==> config.mk <==
export PLATFORM = sky130hd
export DESIGN_NAME = rc4_ksa_engine
export DESIGN_NICKNAME = d
export VERILOG_FILES = /design/src/rtl/rc4_ksa_engine.sv
export SDC_FILE = /design/constraint.sdc
export NUM_CORES = 1
export LEC_CHECK = 0
export ABC_AREA = 0
export BUFFER_PORTS_ARGS = -buffer_cell sky130_fd_sc_hd__buf_2
export CAP_MARGIN = 10
export CORE_MARGIN = 2
export CORE_UTILIZATION = 29
export CTS_CLUSTER_DIAMETER = 200
export DETAILED_ROUTE_END_ITERATION = 10
export PLACE_DENSITY = 0.47
export SLEW_MARGIN = 30
export SYNTH_ARGS = -nofsm -noshare
export SYNTH_HDL_FRONTEND = slang
export SYNTH_SLANG_ARGS = --single-unit
==> constraint.sdc <==
create_clock -name clk -period 5.3 [get_ports clk]
set_input_delay 0.795 -clock clk [delete_from_list [all_inputs] [get_ports clk]]
set_output_delay 0.795 -clock clk [all_outputs]
set_load 0.01 [all_outputs]
==> src/rtl/rc4_ksa_engine.sv <==
// RC4 key-scheduling engine. It drives an external synchronous state RAM.
// It can fill the RAM with the identity permutation, shuffle the current
// contents with the RC4 KSA, or do both in sequence. Every swap takes five
// cycles: read s[i], compute j, read s[j], write s[i], write s[j].
module rc4_ksa_engine #(
    parameter int DATA_WIDTH  = 8,
    parameter int ADDR_WIDTH  = 8,
    parameter int MAX_KEY_LEN = 16,
    localparam int KLW        = $clog2(MAX_KEY_LEN + 1)
) (
    input  logic                                  clk,
    input  logic                                  reset_n,
    input  logic                                  start,
    input  logic                                  abort,
    input  logic [1:0]                            mode,
    input  logic [KLW-1:0]                        key_len,
    input  logic [MAX_KEY_LEN-1:0][DATA_WIDTH-1:0] key,
    output logic                                  busy,
    output logic                                  done,
    output logic                                  error,
    input  logic [DATA_WIDTH-1:0]                 ram_rdata,
    output logic [ADDR_WIDTH-1:0]                 ram_addr,
    output logic [DATA_WIDTH-1:0]                 ram_wdata,
    output logic                                  ram_we,
    output logic [ADDR_WIDTH-1:0]                 i_dbg,
    output logic [ADDR_WIDTH-1:0]                 j_dbg,
    output logic [3:0]                            state_dbg
);

    // Key index width. It is kept at least one bit wide so that a
    // single-byte key still elaborates.
    localparam int KW = (MAX_KEY_LEN > 1) ? $clog2(MAX_KEY_LEN) : 1;
    localparam logic [ADDR_WIDTH-1:0] I_LAST = '1;

    // A state index wider than a RAM word cannot be stored as a word.
    if (DATA_WIDTH < ADDR_WIDTH) begin : g_width_check
        $error("rc4_ksa_engine: DATA_WIDTH must be >= ADDR_WIDTH");
    end

    // The state_dbg encoding follows the declaration order:
    // IDLE=0, FILL=1, RI=2, CJ=3, RJ=4, WI=5, WJ=6.
    typedef enum logic [2:0] {
        S_IDLE, S_FILL, S_RI, S_CJ, S_RJ, S_WI, S_WJ
    } state_t;

    state_t                                 state, state_next;
    logic [1:0]                             mode_r;
    logic [KLW-1:0]                         key_len_r;
    logic [MAX_KEY_LEN-1:0][DATA_WIDTH-1:0] key_r;
    logic [ADDR_WIDTH-1:0]                  i, j;
    logic [KW-1:0]                          k;
    logic [DATA_WIDTH-1:0]                  si;
    logic                                   start_bad;
    logic [ADDR_WIDTH-1:0]                  j_sum;
    logic                                   k_last;

    // A fill-only run ignores key_len. Any run that shuffles needs a key
    // length of at least one byte and at most MAX_KEY_LEN bytes.
    assign start_bad = (mode == 2'b00) ||
                       ((mode != 2'b01) &&
                        ((key_len == '0) || (key_len > KLW'(MAX_KEY_LEN))));

    // Only the low ADDR_WIDTH bits of each term can reach the truncated
    // result, so the addition is done at index width.
    assign j_sum  = j + ram_rdata[ADDR_WIDTH-1:0] + key_r[k][ADDR_WIDTH-1:0];
    assign k_last = (KLW'(k) == key_len_r - KLW'(1));

    assign busy      = (state != S_IDLE);
    assign i_dbg     = i;
    assign j_dbg     = j;
    assign state_dbg = {1'b0, state};

    // State register. Reset takes effect at once, so ram_we drops without
    // waiting for a clock edge.
    always_ff @(posedge clk or negedge reset_n) begin
        if (!reset_n) state <= S_IDLE;
        else          state <= state_next;
    end

    // Next-state logic and RAM port decode. The RAM port depends only on
    // the registered state, except in WI, where s[j] is forwarded straight
    // from the RAM read data.
    always_comb begin
        state_next = state;
        ram_addr   = '0;
        ram_wdata  = '0;
        ram_we     = 1'b0;
        case (state)
            S_IDLE: begin
                if (start && !abort && !start_bad)
                    state_next = (mode == 2'b10) ? S_RI : S_FILL;
            end
            S_FILL: begin
                ram_we    = 1'b1;
                ram_addr  = i;
                ram_wdata = DATA_WIDTH'(i);
                if (i == I_LAST)
                    state_next = (mode_r == 2'b11) ? S_RI : S_IDLE;
            end
            S_RI: begin
                ram_addr   = i;
                state_next = S_CJ;
            end
            S_CJ: state_next = S_RJ;
            S_RJ: begin
                ram_addr   = j;
                state_next = S_WI;
            end
            S_WI: begin
                ram_we     = 1'b1;
                ram_addr   = i;
                ram_wdata  = ram_rdata;
                state_next = S_WJ;
            end
            S_WJ: begin
                // When i == j, this write stores the original s[i] again,
                // so the swap leaves the entry unchanged.
                ram_we     = 1'b1;
                ram_addr   = j;
                ram_wdata  = si;
                state_next = (i == I_LAST) ? S_IDLE : S_RI;
            end
            default: state_next = S_IDLE;
        endcase
        if (state != S_IDLE && abort) state_next = S_IDLE;
    end

    // Datapath registers and the done/error pulses. An abort freezes the
    // datapath and suppresses done.
    always_ff @(posedge clk or negedge reset_n) begin
        if (!reset_n) begin
            mode_r    <= '0;
            key_len_r <= '0;
            key_r     <= '0;
            i         <= '0;
            j         <= '0;
            k         <= '0;
            si        <= '0;
            done      <= 1'b0;
            error     <= 1'b0;
        end else begin
            done  <= 1'b0;
            error <= 1'b0;
            case (state)
                S_IDLE: begin
                    if (start && !abort) begin
                        if (start_bad) begin
                            error <= 1'b1;
                        end else begin
                            mode_r    <= mode;
                            key_len_r <= key_len;
                            key_r     <= key;
                            i         <= '0;
                            j         <= '0;
                            k         <= '0;
                        end
                    end
                end
                S_FILL: begin
                    if (!abort) begin
                        // At i == N-1 the increment wraps i to 0, which is
                        // where the shuffle starts.
                        i <= i + ADDR_WIDTH'(1);
                        if (i == I_LAST && mode_r == 2'b01) done <= 1'b1;
                    end
                end
                S_CJ: begin
                    if (!abort) begin
                        si <= ram_rdata;
                        j  <= j_sum;
                        k  <= k_last ? '0 : k + KW'(1);
                    end
                end
                S_WJ: begin
                    if (!abort) begin
                        if (i == I_LAST) done <= 1'b1;
                        else             i    <= i + ADDR_WIDTH'(1);
                    end
                end
                default: ;
            endcase
        end
    end

endmodule

## Word level (Yosys, flattened, before mapping)

Index checks and enable logic that the tools add are counted.

- Reduce and logical (&&, ||, !) cells: 23
- Mux-type cells: 33
- Magnitude comparators: 2
- Equal/unequal tests: 20
- Bitwise operators: 2
- Add/subtract/negate cells: 5

Operator list:

| operator | number |
|---|---|
| $mux 8 | 7 |
| $pmux 8 s3 | 2 |
| $bmux 8 s4 | 1 |
| $pmux 8 s2 | 2 |
| $pmux 3 s7 | 1 |
| $add 8x8->8 | 2 |
| $mux 4 | 4 |
| $ne 2x2->1 const B | 6 |
| $eq 3x3->1 const B | 3 |
| $mux 3 | 3 |
| $add 8x1->8 const B | 1 |
| $eq 8x8->1 const B | 1 |
| $mux 1 | 8 |
| $pmux 4 s2 | 1 |
| $eq 3x2->1 const B | 2 |
| $mux 2 | 3 |
| $ne 3x3->1 const B | 2 |
| $reduce_and 6->1 | 1 |
| $reduce_bool 3->1 | 2 |
| $reduce_or 3->1 | 2 |
| $eq 4x5->1 | 1 |
| $gt 5x5->1 const B | 1 |
| $logic_and 1x1->1 | 5 |
| $logic_not 5->1 | 1 |
| 18 further kinds | 23 |

- Logic and storage cells: 110
- Register bits: 168

## Logic depth before layout (Yosys ltp)

- Depth after elaboration: 9
- Depth in mapped cells: 18
- Mapped depth without buffers: 15

## Worst setup path before layout

OpenSTA, ideal clock, no wires.

- Path type: register to register
- From: register k[0]
- To: register j[7] (netlist: j_dbg[7])
- Cell stages (with the launch flop): 17
- Setup time: 0.096 ns
- Path slack: 1.555 ns
- Data required time: 5.204 ns
- Clock period less this slack: 3.745 ns
- Data arrival time: 3.649 ns
- Cells stage by stage: dfrtp_1 -> buf_6 -> buf_2 -> buf_2 -> mux4_2 -> a22oi_1 -> nand2_1 -> fa_1 -> ha_1 -> inv_1 -> fa_1 -> nand2b_1 -> a21oi_1 -> o21a_1 -> or3_4 -> and3_1 -> o32ai_2

- Word-level cells in the longest chain between the ends: 5

RTL lines:

| what | RTL line | text |
|---|---|---|
| from (decl) | 51 | `logic [KW-1:0] k;` |
| from (signal assigned) | 171 | `k <= k_last ? '0 : k + KW'(1);` |
| $bmux 8 s4 | 65 | `assign j_sum = j + ram_rdata[ADDR_WIDTH-1:0] + key_r[k][ADDR_WIDTH-1:0];` |
| $mux 8 (implied by the code) | 65 |  |
| $add 8x8->8 | 65 |  |
| $mux 8 | 168 | `if (!abort) begin` |
| $pmux 8 s2 | 144 | `case (state)` |
| to (signal assigned) | 170 | `j <= j_sum;` |
| to (decl) | 50 | `logic [ADDR_WIDTH-1:0] i, j;` |

Every way passes these cells. The select of a mux whose other input is x is not followed.
A chain may end at the register's enable or synchronous reset.

## Worst setup path after layout

Ends and elaborated chain as after synthesis.

==> results.yml <==
setup_path:
  critical_path_required_ns: 5.63
  critical_path_peak_fanout: 46
  crit_path_start_kind: "flip-flop"
  path_cells: "buf_4, mux2i_1, a21oi_1, a22oi_1, nand2_1, fa_1, ha_1, inv_1, fa_1, nand2b_1, a21oi_1, o21a_1, or3_4, and3_1, o32ai_2"
  rrSetupSlack_ns: 1.20
  max_stage_delay_ns: 0.93
  worstSetupEndpointType: "flip-flop"
  cp.arrival_ns: 4.43
  critical_path_class: "flip-flop to flip-flop"
  slowest_stage: "dfrtp_4"
  cp.buffers_inverters: 2
  crit_family: "flip-flops"
global_routing:
  grt_pass1_wl_um: 35130
  grt_max_degree: 77
  grt_overflow: 0
  grtUsageTotal: 0.1514
  first_global_vias: 5864
  antenna_found_initial: 0
layout:
  fill_cells: 2925
  final_cell_mix: "184 x buf_2, 167 x dfrtp_1, 133 x mux2_1, 73 x nand2_1, 30 x mux2i_1"
  final_cells: 1243
  final_nets: 1010
  regArea_um2: 4208
  area_growth_pct: 21.23
  drive_gt1_frac: 0.2980
  fin_area_um2: 10370
  multiInputGateArea_um2: 4031
  final_common_cell: "buf_2"
  n_antenna_cell: 0
die:
  rows: 62
  dieWidth_um: 175.7
  initial_utilization: 0.2963
  die_y_um: 175.7
  ios: 187
  core-area_um2: 28860
  fp.dieArea_um2: 30870
sta:
  setup_tns_ns: 0
  setup_viol_count_final: 0
  rsz0062_at_grt: "no"
  hold_violations: 0
  fin_ws_ns: 1.199
  slew-limit-headroom: 0.4775
  slew_violations: 0
  fin_skew_ns: 0.01551
  finalCritPeriodShare: 0.7738
  max_freq_mhz: 243.8
  fin_crit_ns: 4.101
  worst_pin_slew_ns: 0.7838
synth:
  syn_nets: 840
  yosysWarningCount: 0
  netlist_instances: 676
  synthArstFlopShare: 1.000
  syn_area_um2: 8551
  synth_edf_count: 0
  ys_ff_latch: 168
  synth_area_per_cell_um2: 12.65
  synth.distinct_cells: 60
  seq_area_frac_synth: 0.4917
  synth_ff_type: "dfrtp_1"
drt:
  vias: 5906
  drtAntennaViolNets: 0
  drtPass1Iterations: 7
  drc_errors: 0
  drtIter0Drc: 330
  viasPerCell: 4.751
  routed_wl_um: 23010
  routedWlPerCell_um: 18.51
power:
  total_power_w: 0.005690
  ir_drop_v: 0.0002315
  clockPowerShare: 0.225
  p_comb_frac: 0.362
  swShare: 0.3583
  power_density_nw_per_um2: 548.9
  intPower_w: 0.003651
  power_frac_seq: 0.413
  p_leak_nw: 4.643
  p_sw_w: 0.002039
placed_design:
  dp_cells: 1211
  dp_hpwl_um: 16780
  place_ws_ns: 1.167
  post_dp_cell_area_um2: 9746
  gp_congestion: 0.7974
  io_buffers: 185
clocking:
  clock_latency_ns: 0.44
  clkTransAtPathRegs_ns: 0.07
  ctsResizeCount: 0
  hold_buffers: 0
  cts_tree: "done"
  cts.sinks: 168
  htreeDepth: 4
  clock_tree.buffer_depth: 2
  cts-root-buf: "clkbuf_16"
  cts_made_buffers: 17
  cts_setup_buffers: 0
min_path:
  hp-class: "primary input to asynchronous set/reset pin"
run_status:
  status: "completed"
flow_run:
  cap_violations: 0
final timing paths:
kind,start,end,cells after the start
hold reg to reg,si[6],si[6],2
hold / removal,reset_n,key_len_r[3],1
setup reg to reg,k[0],j_dbg[7],15
setup / recovery,k[0],j_dbg[7],15
min in group clk,si[6],si[6],2
max in group asynchronous,reset_n,k[0],2
per-layer routing:
metal	vias up	wire length, um	global-route usage
met5	-	0	0
met4	0	170	0.03616
met3	14	1059	0.02771
met2	180	10300	0.2249
met1	2908	11480	0.2272
li1	2804	-	-
stage by stage:
stage / utilization / hold slack (ns)
final: 0.3592 / 0.3600
after global routing: 0.3592 / 0.4117
after CTS: 0.3587 / 0.3898
after detailed placement: 0.3377 / 0.4624
after global placement: 0.3376 / 0.4584
after floorplan: - / 0.4455
cells by family (layout without fill, tap and decap cells):
| family | count (synthesis) | in the layout | share of synthesized area |
|---|---|---|---|
| mux | 190 | 190 | 0.2722 |
| flops | 168 | 168 | 0.4917 |
| simple gates | 127 | 127 | 0.06848 |
| compound gates | 107 | 107 | 0.08268 |
| buf+inv | 53 | 236 | 0.03936 |
| fa+ha+maj | 17 | 17 | 0.03190 |
| xor+xnor | 13 | 13 | 0.01332 |
| other cells | 1 | 1 | 0.0004386 |
registers in the layout, summed over array words and instances, names as in the netlist:
| name | flops |
|---|---|
| key_r | 128 |
| state | 3 |
| mode_r | 2 |
| key_len_r | 5 |
| i_dbg | 8 |
| si | 8 |
| done | 1 |
| k | 4 |
| j_dbg | 8 |
| error | 1 |
power by group through the flow:
stage / Combinational [W] / Clock (W) / Sequential (W)
finish: 0.00206 / 0.00128 / 0.00235
global route: 0.00232 / 0.00138 / 0.00244
CTS: 0.00209 / 0.00132 / 0.00236
detailed placement: 0.00206 / 0 / 0.00239
global placement: 0.00202 / 0 / 0.00239
floorplan: 0.00167 / 0 / 0.00213
Yosys cell counts, drive strengths merged, types with 6 or more instances:
cell    count  area [um^2]
a22o        8        70.07
mux2      141         1588
clkbuf     10        37.54
a22oi       8        60.06
buf        31        249.0
ha          9        112.6
a221oi      7        61.31
inv        11        41.29
nor2       14        55.06
nor2b       6        37.54
o22ai       8        50.05
nand2      73        274.0
dfrtp     168         4204
nand3       7        35.03
mux4       19        439.2
fa          8        160.2
nand2b      6        37.54
o21ai      38        190.2
a21oi      15        75.07
xnor2       9        78.83
mux2i      30        300.3
layout make-up:
class | instances | area share
Sequential cell | 168 | 0.4059
Inverter | 11 | 0.003983
Timing Repair Buffer | 193 | 0.09644
Clock inverter | 15 | 0.01738
Tap cell | 384 | 0.04635
Clock buffer | 17 | 0.04104
Multi-Input combinational cell | 455 | 0.3889
(Power assumes the default switching activity.)
